**src/rtl/score_board_n.sv**
```systemverilog
// Quiz scoreboard for N contestants: debounced add/sub/clear keys, per-contestant
// saturating or wrapping score arithmetic, registered leader index and tie flag.
module score_board_n #(
  parameter int unsigned N_PLAYERS  = 4,
  parameter int unsigned IDX_W      = 2,
  parameter int unsigned SCORE_W    = 4,
  parameter int unsigned SCORE_INIT = 5,
  parameter int unsigned SCORE_MAX  = 9,
  parameter int unsigned STEP       = 1,
  parameter int unsigned WRAP       = 1,
  parameter int unsigned DEB_CNT    = 240000
) (
  input  logic                           clk,
  input  logic                           rst_n,
  input  logic                           add_n,
  input  logic                           sub_n,
  input  logic                           clr_n,
  input  logic [N_PLAYERS-1:0]           sel_n,
  output logic [N_PLAYERS*SCORE_W-1:0]   scores,
  output logic                           upd,
  output logic [IDX_W-1:0]               leader_idx,
  output logic                           leader_tie
);

  localparam int unsigned N_KEYS  = 3;
  localparam int unsigned KEY_ADD = 0;
  localparam int unsigned KEY_SUB = 1;
  localparam int unsigned KEY_CLR = 2;
  localparam int unsigned CNT_W   = $clog2(DEB_CNT);
  localparam int unsigned SUM_W   = SCORE_W + 1;
  localparam int unsigned TIE_W   = $clog2(N_PLAYERS + 1);

  localparam logic [CNT_W-1:0]   CNT_LAST = CNT_W'(DEB_CNT - 1);
  localparam logic [SCORE_W-1:0] INIT_V   = SCORE_W'(SCORE_INIT);
  localparam logic [SCORE_W-1:0] MAX_V    = SCORE_W'(SCORE_MAX);
  localparam logic [SCORE_W-1:0] STEP_V   = SCORE_W'(STEP);
  localparam logic [SUM_W-1:0]   MAX_S    = SUM_W'(SCORE_MAX);
  localparam logic [SUM_W-1:0]   STEP_S   = SUM_W'(STEP);
  localparam logic [SUM_W-1:0]   MOD_S    = SUM_W'(SCORE_MAX + 1);

  logic [N_KEYS-1:0]             key_raw;
  logic [N_KEYS-1:0]             meta_q, meta_d;
  logic [N_KEYS-1:0]             sync_q, sync_d;
  logic [N_KEYS-1:0]             deb_q, deb_d;
  logic [N_KEYS-1:0][CNT_W-1:0]  cnt_q, cnt_d;
  logic [1:0]                    press_q, press_d;

  logic [N_PLAYERS-1:0][SCORE_W-1:0] scores_q, scores_d;
  logic                              chg_q, chg_d;
  logic                              upd_q, upd_d;
  logic [IDX_W-1:0]                  leader_idx_q, leader_idx_d;
  logic                              leader_tie_q, leader_tie_d;
  logic [SCORE_W-1:0]                max_v;
  logic [TIE_W-1:0]                  n_max;

  assign key_raw = {clr_n, sub_n, add_n};

  function automatic logic [SCORE_W-1:0] add_step(input logic [SCORE_W-1:0] s);
    logic [SUM_W-1:0] sum;
    sum = {1'b0, s} + STEP_S;
    if (sum <= MAX_S) begin
      return sum[SCORE_W-1:0];
    end else if (WRAP == 0) begin
      return MAX_V;
    end else begin
      sum = sum - MOD_S;
      return sum[SCORE_W-1:0];
    end
  endfunction

  function automatic logic [SCORE_W-1:0] sub_step(input logic [SCORE_W-1:0] s);
    logic [SUM_W-1:0] sum;
    if (s >= STEP_V) begin
      return s - STEP_V;
    end else if (WRAP == 0) begin
      return '0;
    end else begin
      sum = {1'b0, s} + MOD_S - STEP_S;
      return sum[SCORE_W-1:0];
    end
  endfunction

  // Synchroniser plus stability counter per key; a press is a debounced 1->0 edge.
  always_comb begin
    meta_d  = key_raw;
    sync_d  = meta_q;
    deb_d   = deb_q;
    cnt_d   = cnt_q;
    press_d = '0;
    for (int k = 0; k < N_KEYS; k++) begin
      if (sync_q[k] == deb_q[k]) begin
        cnt_d[k] = '0;
      end else if (cnt_q[k] == CNT_LAST) begin
        deb_d[k] = sync_q[k];
        cnt_d[k] = '0;
      end else begin
        cnt_d[k] = cnt_q[k] + CNT_W'(1);
      end
    end
    press_d[KEY_ADD] = deb_q[KEY_ADD] & ~deb_d[KEY_ADD];
    press_d[KEY_SUB] = deb_q[KEY_SUB] & ~deb_d[KEY_SUB];
  end

  // Clear level dominates; add beats sub when both pulse together.
  always_comb begin
    scores_d = scores_q;
    if (!deb_q[KEY_CLR]) begin
      for (int i = 0; i < N_PLAYERS; i++) scores_d[i] = INIT_V;
    end else if (press_q[KEY_ADD]) begin
      for (int i = 0; i < N_PLAYERS; i++) begin
        if (!sel_n[i]) scores_d[i] = add_step(scores_q[i]);
      end
    end else if (press_q[KEY_SUB]) begin
      for (int i = 0; i < N_PLAYERS; i++) begin
        if (!sel_n[i]) scores_d[i] = sub_step(scores_q[i]);
      end
    end
    chg_d = (scores_d != scores_q);
    upd_d = chg_q;
  end

  // Leader search over the registered scores; strict '>' keeps the lowest index on ties.
  always_comb begin
    max_v        = scores_q[0];
    leader_idx_d = '0;
    n_max        = '0;
    for (int i = 1; i < N_PLAYERS; i++) begin
      if (scores_q[i] > max_v) begin
        max_v        = scores_q[i];
        leader_idx_d = IDX_W'(i);
      end
    end
    for (int i = 0; i < N_PLAYERS; i++) begin
      if (scores_q[i] == max_v) n_max = n_max + TIE_W'(1);
    end
    leader_tie_d = (n_max > TIE_W'(1));
  end

  always_ff @(posedge clk or negedge rst_n) begin
    if (!rst_n) begin
      meta_q       <= '1;
      sync_q       <= '1;
      deb_q        <= '1;
      cnt_q        <= '0;
      press_q      <= '0;
      scores_q     <= {N_PLAYERS{INIT_V}};
      chg_q        <= 1'b0;
      upd_q        <= 1'b0;
      leader_idx_q <= '0;
      leader_tie_q <= 1'b1;
    end else begin
      meta_q       <= meta_d;
      sync_q       <= sync_d;
      deb_q        <= deb_d;
      cnt_q        <= cnt_d;
      press_q      <= press_d;
      scores_q     <= scores_d;
      chg_q        <= chg_d;
      upd_q        <= upd_d;
      leader_idx_q <= leader_idx_d;
      leader_tie_q <= leader_tie_d;
    end
  end

  assign scores     = scores_q;
  assign upd        = upd_q;
  assign leader_idx = leader_idx_q;
  assign leader_tie = leader_tie_q;

endmodule

```
**config.mk**
```make
export PLATFORM = sky130hd
export DESIGN_NAME = score_board_n
export DESIGN_NICKNAME = d
export VERILOG_FILES = /design/src/rtl/score_board_n.sv
export SDC_FILE = /design/constraint.sdc
export NUM_CORES = 1
export LEC_CHECK = 0
export BUFFER_PORTS_ARGS = -buffer_cell sky130_fd_sc_hd__buf_4
export CORE_MARGIN = 4
export CORE_UTILIZATION = 45
export CTS_BUF_LIST = sky130_fd_sc_hd__clkbuf_4 sky130_fd_sc_hd__clkbuf_8 sky130_fd_sc_hd__clkbuf_16
export DETAILED_ROUTE_END_ITERATION = 12
export PLACE_DENSITY = 0.68
export SETUP_SLACK_MARGIN = 0.15
export SYNTH_ARGS = -nofsm -noshare
export SYNTH_HDL_FRONTEND = slang
export SYNTH_SLANG_ARGS = --single-unit
```
**constraint.sdc**
```tcl
create_clock -name clk -period 9.5 [get_ports clk]
set_clock_uncertainty 0.05 [all_clocks]
set_input_delay 0.475 -clock clk [delete_from_list [all_inputs] [get_ports clk]]
set_output_delay 0.475 -clock clk [all_outputs]
set_load 0.05 [all_outputs]
```
==> run metrics <==
status finished, final reports clean; gr usage total 0.189; H-Tree Depth 3; HP Class input port to register; CP Capture Type register; YS warnings 0; share of the clock period used by the worst path 0.712; Crit path max-delay family compound AO/OA/AOI/OAI gates; worst setup path endpoint leader_tie; Pwr Density about 120 nW/um^2; First-pass DRT Iterations 4; cells after synthesis 717; endpoints failing setup 0; maximum VDD drop 133 uV; total clock sinks 86; mapped cell area between 6000 and 7000 sq um; fin util 0.508; Post-DRT Antenna Nets 0; Root Driver clkbuf_16; Layout Nets between 700 and 800; NetSw ~0.00017 W; post-synthesis mux area share 0.00866; via/cell ratio 5.82; sw frac 0.210; area leader, netlist dfrtp_1; Crit Reg-Reg Endpoint leader_tie; actual slew at the worst max-slew pin 0.798 ns; Setup CP Type register to register; Remaining DRCs 0; first-pass GRT wire length about 25 mm; CP Max Fanout 14; most frequent cell on the critical path ha_1; Die H roughly 130 um; Max-cap violations 0; vias post-DR 5265; R2R cell count 24; antenna violations before repair 0; register clock-pin slew on the reported worst setup and hold paths 0.06 ns; Synth top cells by count 93 x nor2_1, 68 x dfrtp_1, 53 x xnor2_1; post-synthesis simple-gate area fraction 0.227; placed cell area roughly 6500 sq um; Mapped Nets between 700 and 800; R2R Path Start scores[3]; # rows 42; setup bufs post-CTS 0; Slew HR 0.468; area share of the largest cell type after synthesis 0.274; routability cong. 0.900; I/O pins 29; largest family of logic cells by synthesized area simple AND/OR/NAND/NOR gates; CP startpoint kind register; share of cells above drive strength 1 0.123; Inserted Clock Buffers 9; Area contributors post-synth dfrtp_1 27%, dfstp_2 7.6%, xnor2_1 7.5%, ha_1 7.5%, nor2_1 5.6%; Async SR Flop Fraction 1.00; Max Fclk 148 MHz; Avg Cell Area, Syn 8.66 sq um; ant diodes 0; Longest Clk Path Bufs 2; pins over their slew limit 0; sequential power share 0.476; Slowest-stage cell, CP dfrtp_1; setup TNS 0 ns; adder-cell share of the synthesized area 0.0745; top-count cell post-synth nor2_1; Initial Util 0.463; Final Hold Fails 0; Synth-to-Final Area Change 9.53%; first-iteration detailed-routing DRC count 473; Comb power frac 0.031; Inst Count DP 888; Seq/Total Area, Yosys 0.350; DP Wirelength between 10 and 15 mm; cell area after layout 6800 sq um; reg-to-reg slack, setup 2.74 ns; Leak 2.89 nW; post-synth cell types 80; min Tclk post-route 6.76 ns; Congestion Overflow GR 0; Clock power frac 0.494; Die Area 15700 sq um; CP Data Arrival Time between 6 and 7 ns; CP max stage delay 0.68 ns; largest net degree at the start of global routing 66; critical path data required time 9.71 ns; worst-path cell chain inv_1 > ha_1 > nand4_1 > o22ai_1 > nor2_1 > ha_1 > nor2b_1 > o211a_4 > o21a_1 > o31ai_1 > inv_1 > ha_1 > a41oi_1 > o31a_1 > nor2_1 > a21oi_1 > xnor2_1 > or4_1 > ha_1 > o21ai_1 > ha_1 > a21o_1 > a21oi_1 > a2bb2oi_2; Synth Area in XOR/XNOR 0.109; Crit path depth 24; FILL cells 1263; Crit. Startpoint scores[3]; IO Port Bufs 28; total chip power 0.000790 W; Main synth FF type dfrtp_1; unrepaired setup endpoints after global routing no; Post-Layout Cell Count about 900; Skew-Pair Late Insertion Delay 0.34 ns; Synth Register Bits 86; WP buf/inv 2; DIE WIDTH 125 um; Internal just over 0.0006 W; DR WL/cell 16.1 um; Compound-Gate Fraction of Synth Area 0.178; number of flops mapped to enable cells by yosys 0; Core Area 13400 sq um; vias in the first global route 5196; CTS tree yes; worst hold path depth 1; DRT Wirelength 14.6 mm
worst min path at each step:
stage	slack [ns]	startpoint	to
after detailed placement	0.29	chg_q	upd
after floorplan	0.13	rst_n	chg_q
after global placement	0.29	chg_q	upd
after CTS	0.18	add_n	meta_q[0]
after global routing	0.18	sub_n	meta_q[1]
final	0.19	clr_n	meta_q[2]
cell usage in the layout, fill, tap and decap left out, drive strengths merged, types with 30 or more instances in the layout:
| cell type | n |
|---|---|
| nor2 | 94 |
| dfrtp | 68 |
| xnor2 | 53 |
| nand2 | 49 |
| a21oi | 44 |
| ha | 37 |
| inv | 37 |
| nand3 | 33 |
| o21ai | 31 |
| buf | 30 |
layout make-up:
class	count	area [sq um]	share of cell area
clock buffers	11	253	0.0372
clock inverters	5	78.8	0.0116
inverters	36	135	0.0199
multi-input cells	560	3710	0.545
flip-flops and latches	86	2170	0.320
well taps	176	220	0.0324
repair buffers	31	235	0.0346
stage by stage:
stage	hold WS [ns]	setup slack [ns]
after floorplan	0.129	3.19
after global placement	0.288	3.15
after detailed placement	0.288	2.86
after CTS	0.177	2.83
after global routing	0.176	2.27
final	0.189	2.74
metal layers:
layer / track usage / wire length, um / up-vias
li1: - / - / 2549
met1: 0.249 / 6570 / 2558
met5: 0 / 0 / -
met2: 0.307 / 7020 / 125
met4: 0.0848 / 415 / 0
met3: 0.0307 / 611 / 33
sequential cells by signal, indices dropped and copies added, names as in the netlist:
register    flops
leader_idx      2
sync_q          3
leader_tie      1
press_q         2
scores         16
upd             1
chg_q           1
meta_q          3
cnt_q          54
deb_q           3
power by group through the flow:
stage	Clock, W	Sequential (W)	Combinational [W]
after floorplan	0	0.000381	0.0000114
final	0.000390	0.000376	0.0000243
after global routing	0.000413	0.000376	0.0000282
after CTS	0.000397	0.000376	0.0000251
after global placement	0	0.000382	0.0000240
after detailed placement	0	0.000382	0.0000246
repair_timing:
action / in CTS / in global routing
hold endpoints to repair: 17 / 0
resized for setup: 0 / 0
hold buffers: 1 / 0
setup endpoints to repair: 0 / 0
cell families after synthesis:
family	after synthesis
multiplexers	5
AO/OA/AOI/OAI	157
AND/OR/NAND/NOR	284
adder cells (fa/ha/maj)	37
flip-flops	86
XOR/XNOR	77
buffers and inverters	71
No activity file was read; power rests on OpenSTA's default activity.
